$ cat src/rtl/ir_nec_decoder.sv
// NEC IR remote decoder: measures mark/space widths in microseconds on the
// synchronized receiver output and emits address/command or repeat strobes.
module ir_nec_decoder #(
  parameter int unsigned CLK_FREQ_HZ    = 50_000_000,
  parameter bit          CHECK_ADDR_INV = 1'b1
) (
  input  logic       clk,
  input  logic       rst,
  input  logic       ir_in,
  output logic       data_valid,
  output logic [7:0] addr,
  output logic [7:0] cmd,
  output logic       repeat_pulse,
  output logic       err
);

  localparam int unsigned DIV = CLK_FREQ_HZ / 1_000_000;
  localparam int unsigned PW  = (DIV > 1) ? $clog2(DIV) : 1;
  localparam logic [PW-1:0] PRE_MAX = PW'(DIV - 1);

  localparam logic [13:0] LEAD_MARK_MIN  = 14'd8000;
  localparam logic [13:0] LEAD_MARK_MAX  = 14'd10000;
  localparam logic [13:0] LEAD_DATA_MIN  = 14'd4000;
  localparam logic [13:0] LEAD_DATA_MAX  = 14'd5000;
  localparam logic [13:0] LEAD_RPT_MIN   = 14'd2000;
  localparam logic [13:0] LEAD_RPT_MAX   = 14'd2500;
  localparam logic [13:0] SHORT_MIN      = 14'd400;
  localparam logic [13:0] SHORT_MAX      = 14'd700;
  localparam logic [13:0] ONE_MIN        = 14'd1400;
  localparam logic [13:0] ONE_MAX        = 14'd1900;
  localparam logic [13:0] TIMEOUT_US     = 14'd12000;

  typedef enum logic [2:0] {
    IDLE, LEAD_MARK, LEAD_SPACE, BIT_MARK, BIT_SPACE, STOP_MARK, RPT_STOP
  } state_t;

  state_t        state_q, state_d;
  logic          ir_s1, ir_s2, ir_prev;
  logic [PW-1:0] pre_q;
  logic [13:0]   width_q;
  logic [4:0]    idx_q, idx_d;
  logic [31:0]   shreg_q, shreg_d;
  logic          have_q;
  logic          dv_d, rpt_d, err_d;

  function automatic logic in_win(input logic [13:0] w, input logic [13:0] lo,
                                  input logic [13:0] hi);
    return (w >= lo) && (w <= hi);
  endfunction

  logic fall, rise, edge_any, tick, timeout;
  logic lead_mark_ok, lead_data_ok, lead_rpt_ok, mark_ok, zero_ok, one_ok, bit_ok;
  logic frame_ok;

  assign fall     = ir_prev & ~ir_s2;
  assign rise     = ~ir_prev & ir_s2;
  assign edge_any = fall | rise;
  assign tick     = (pre_q == PRE_MAX);
  assign timeout  = (state_q != IDLE) && !edge_any && (width_q == TIMEOUT_US);

  assign lead_mark_ok = in_win(width_q, LEAD_MARK_MIN, LEAD_MARK_MAX);
  assign lead_data_ok = in_win(width_q, LEAD_DATA_MIN, LEAD_DATA_MAX);
  assign lead_rpt_ok  = in_win(width_q, LEAD_RPT_MIN, LEAD_RPT_MAX);
  assign mark_ok      = in_win(width_q, SHORT_MIN, SHORT_MAX);
  assign zero_ok      = mark_ok;
  assign one_ok       = in_win(width_q, ONE_MIN, ONE_MAX);
  assign bit_ok       = zero_ok | one_ok;

  // Shift register holds addr, addr_inv, cmd, cmd_inv from LSB upward.
  assign frame_ok = (shreg_q[31:24] == ~shreg_q[23:16]) &&
                    (!CHECK_ADDR_INV || (shreg_q[15:8] == ~shreg_q[7:0]));

  always_ff @(posedge clk) begin
    if (rst) begin
      ir_s1        <= 1'b1;
      ir_s2        <= 1'b1;
      ir_prev      <= 1'b1;
      pre_q        <= '0;
      width_q      <= '0;
      state_q      <= IDLE;
      idx_q        <= '0;
      shreg_q      <= '0;
      have_q       <= 1'b0;
      data_valid   <= 1'b0;
      repeat_pulse <= 1'b0;
      err          <= 1'b0;
      addr         <= '0;
      cmd          <= '0;
    end else begin
      ir_s1   <= ir_in;
      ir_s2   <= ir_s1;
      ir_prev <= ir_s2;
      pre_q   <= (edge_any || tick) ? '0 : pre_q + 1'b1;
      if (edge_any)
        width_q <= '0;
      else if (tick && width_q != '1)
        width_q <= width_q + 14'd1;
      state_q      <= state_d;
      idx_q        <= idx_d;
      shreg_q      <= shreg_d;
      data_valid   <= dv_d;
      repeat_pulse <= rpt_d;
      err          <= err_d;
      if (dv_d) begin
        addr   <= shreg_q[7:0];
        cmd    <= shreg_q[23:16];
        have_q <= 1'b1;
      end
    end
  end

  // Failed widths drop to IDLE rather than restarting; the next leader resyncs.
  always_comb begin
    state_d = state_q;
    idx_d   = idx_q;
    shreg_d = shreg_q;
    if (timeout) begin
      state_d = IDLE;
    end else begin
      case (state_q)
        IDLE:       if (fall) state_d = LEAD_MARK;
        LEAD_MARK:  if (rise) state_d = lead_mark_ok ? LEAD_SPACE : IDLE;
        LEAD_SPACE: if (fall) begin
          if (lead_data_ok) begin
            state_d = BIT_MARK;
            idx_d   = '0;
          end else if (lead_rpt_ok) begin
            state_d = RPT_STOP;
          end else begin
            state_d = IDLE;
          end
        end
        BIT_MARK:   if (rise) state_d = mark_ok ? BIT_SPACE : IDLE;
        BIT_SPACE:  if (fall) begin
          if (bit_ok) begin
            shreg_d = {one_ok, shreg_q[31:1]};
            if (idx_q == 5'd31) begin
              state_d = STOP_MARK;
            end else begin
              state_d = BIT_MARK;
              idx_d   = idx_q + 5'd1;
            end
          end else begin
            state_d = IDLE;
          end
        end
        STOP_MARK, RPT_STOP: if (rise) state_d = IDLE;
        default:    state_d = IDLE;
      endcase
    end
  end

  always_comb begin
    dv_d  = 1'b0;
    rpt_d = 1'b0;
    err_d = timeout;
    case (state_q)
      LEAD_MARK:  if (rise && !lead_mark_ok) err_d = 1'b1;
      LEAD_SPACE: if (fall && !lead_data_ok && !lead_rpt_ok) err_d = 1'b1;
      BIT_MARK:   if (rise && !mark_ok) err_d = 1'b1;
      BIT_SPACE:  if (fall && !bit_ok) err_d = 1'b1;
      STOP_MARK:  if (rise) begin
        if (mark_ok && frame_ok) dv_d = 1'b1;
        else err_d = 1'b1;
      end
      RPT_STOP:   if (rise) begin
        if (mark_ok && have_q) rpt_d = 1'b1;
        else err_d = 1'b1;
      end
      default: ;
    endcase
  end

endmodule
$ cat config.mk
export PLATFORM = sky130hd
export DESIGN_NAME = ir_nec_decoder
export DESIGN_NICKNAME = d
export VERILOG_FILES = /design/src/rtl/ir_nec_decoder.sv
export SDC_FILE = /design/constraint.sdc
export NUM_CORES = 1
export LEC_CHECK = 0
export CAP_MARGIN = 40
export CORE_AREA = 10 10 100 102
export DETAILED_ROUTE_END_ITERATION = 8
export DIE_AREA = 0 0 110 112
export GPL_TIMING_DRIVEN = 0
export PLACE_DENSITY = 0.73
export SETUP_SLACK_MARGIN = 0.3
export SLEW_MARGIN = 20
export SYNTH_ARGS = -nofsm -noshare
export SYNTH_HDL_FRONTEND = slang
export SYNTH_SLANG_ARGS = --single-unit
export TNS_END_PERCENT = 30
$ cat constraint.sdc
create_clock -name clk -period 3.19 [get_ports clk]
set_input_delay 0.319 -clock clk [delete_from_list [all_inputs] [get_ports clk]]
set_output_delay 0.319 -clock clk [all_outputs]
set_load 0.02 [all_outputs]
==> results.toml <==
[timing]
setup_violations = 0
fin_setup_tns_ns = 0
hold_viol = 0
fin_crit_sh = 0.789
layout_min_cycle_time_ns = 2.52
fmax_mhz = 397
setup_slack_ns = 0.674
maxSlewHeadroom = 0.549
rsz0062_at_grt = "no"
slew_violations = 0
worstMarginPinSlew_ns = 0.670
fin_skew_ns = 0.00792

[synthesis]
ys_ff_latch = 83
postSynthAreaPerCell_sq_um = 9.38
synth-edff-count = 0
synth_cells = 459
synth_warnings = 0
synth.largest_area_cell = "dfxtp_1"
ys.flop_type = "dfxtp_1"
synth_area_leaders = "dfxtp_1 39%, mux2i_1 11%, or2b_1 4.7%"
yosysMostFrequentCell = "dfxtp_1"
synth_area_sq_um = 4310
ys_top_cells_by_count = "83 x dfxtp_1, 51 x nor2_1, 49 x mux2i_1"
async_flop_share = 0
seq_area_frac_synth = 0.386
syn-num-nets = 470
synthDistinctLibCells = 59
synth_top_area_frac = 0.386

[clock_tree]
post_cts_resized = 0
cts_root_buffer = "clkbuf_8"
post-cts-setup-buffer-count = 0
clk_latency_ns = 0.36
htreeDepth = 3
cts_buffers = 9
clock-sinks = 83
clk_pin_slew_ns = 0.09
cts_max_path_buffers = 2
cts_tree = "done"
cts_hold_buf = 0

[worst_setup_path]
end_kind = "register"
cpMostUsedCell = "buf_2"
r2r_start = "width_q[0]"
cp.arrival_ns = 2.76
crit_type = "reg2reg"
start_kind = "register"
startpoint = "width_q[0]"
cp.required_ns = 3.43
crit_path_cell_trace = "inv_1 > ha_1 > nor4bb_1 > nand2b_2 > nand4_1 > or4b_1 > buf_2 > buf_2 > mux2i_1 > nor2_1"
slowest_stage = "dfxtp_1"
cp_max_fo = 10
slowest_delay_ns = 0.42

[place]
place.gp.congestion = 0.909
numPortBuffers = 21
hpwlAfterDp_um = 6790
dp_cells = 585
post-place-ws_ns = 0.671

[global_route]
grt_usage = 0.155
antenna_found_initial = 0
grt_pass1_wl_um = 15800
first_global_vias = 3359
grt_overflow_total = 0
grt_max_degree = 16

[finish]
final_cells = 602
filler_cell_count = 695
syn_to_final_growth_pct = 13.5
final_util = 0.607
num_antenna_cells = 0
nNetsFinal = 503
final_layout_size_suffix_gt1_frac = 0.0966

[detailed_routing]
drtIter0Drc = 150
ant_nets = 0
wl_per_cell_um = 15.3
first_pass_iters = 4
dr_total_vias = 3330
drc = 0
routed_via_density = 5.53
drt_wl_total_um = 9200

[power]
power.density_nw_per_um2 = 403
total_power_mw = 1.97
leakage_nw = 2.05
ir_drop_v = 0.000253

[die]
die_area_sq_um = 12300
die_y_um = 112
design.core.area_sq_um = 8050
ioPinCount = 22
die_x_um = 110
start_util = 0.535
rows = 33

[hold_path]
min_from = "ir_s1"
hp-class = "reg2reg"

[flow_run]
drv_cap = 0

[run_status]
status = "finished, final reports clean"
report_power, final:
group	leakage (nW)	switching (mW)	internal, mW
clock	0.115	0.405	0.472
combinational	1.27	0.0310	0.0175
sequential	0.669	0.00432	1.04
total	2.05	0.440	1.53
registers in the layout (all words and copies together) (netlist names), 3 cells and up:
name     cells
addr         8
width_q     14
pre_q        6
shreg_q     32
idx_q        5
state_q      3
cmd          8
logic make-up after synthesis:
kind of cell	after synthesis	synth area share
fa+ha+maj	8	0.0232
mux	49	0.114
compound gates	49	0.0860
flops	83	0.386
xor+xnor	31	0.0631
buf+inv	42	0.0622
simple gates	197	0.266
per-layer routing:
layer  global-route usage  share of wire  vias up
met2                0.246           0.47       43
met3               0.0392          0.040        9
li1                     -              -     1686
met4               0.0434          0.011        0
met5                    0              0        -
met1                0.202           0.48     1592
critical path, delay by kind of cell (launching register included):
| family | cells | cell delay (ns) |
|---|---|---|
| and+or+nand+nor | 5 | 0.82 |
| adders and majority gates | 1 | 0.24 |
| DFF | 1 | 0.42 |
| muxes | 1 | 0.25 |
| buffers and inverters | 3 | 0.67 |
final timing paths:
path / endpoint / slack (ns) / cells after the start
min reg2reg: ir_s2 / 0.42 / 1
max: cmd[7] / 0.67 / 10
max reg2reg: cmd[7] / 0.67 / 10
min: ir_s2 / 0.42 / 1
cell type report:
type	count	area [sq um]	share of cell area
buffer	32	230	0.0471
clock buffer	10	138	0.0282
clock inverter	6	96.3	0.0197
inverter	10	37.5	0.00768
multi-input combinational	334	2380	0.486
sequential	83	1660	0.340
tap	105	131	0.0269
timing repair buffer	22	215	0.0440
through the flow:
stage	hold WS (ns)	instance area, sq um
detailed placement	0.393	4650
global placement	0.392	4650
finish	0.423	4890
global route	0.431	4890
CTS	0.421	4880
floorplan	0.389	4310
placed cells by master, fill, tap and decap left out, types with 14 or more instances in the layout:
cell type	netlist	final
or2b_1	27	27
nor2_1	51	51
xnor2_1	14	14
nand4_1	15	15
dfxtp_1	83	83
nand2_1	19	19
xor2_1	17	17
clkdlybuf4s50_1	0	21
mux2i_1	49	49
No activity file was read; power rests on OpenSTA's default activity.
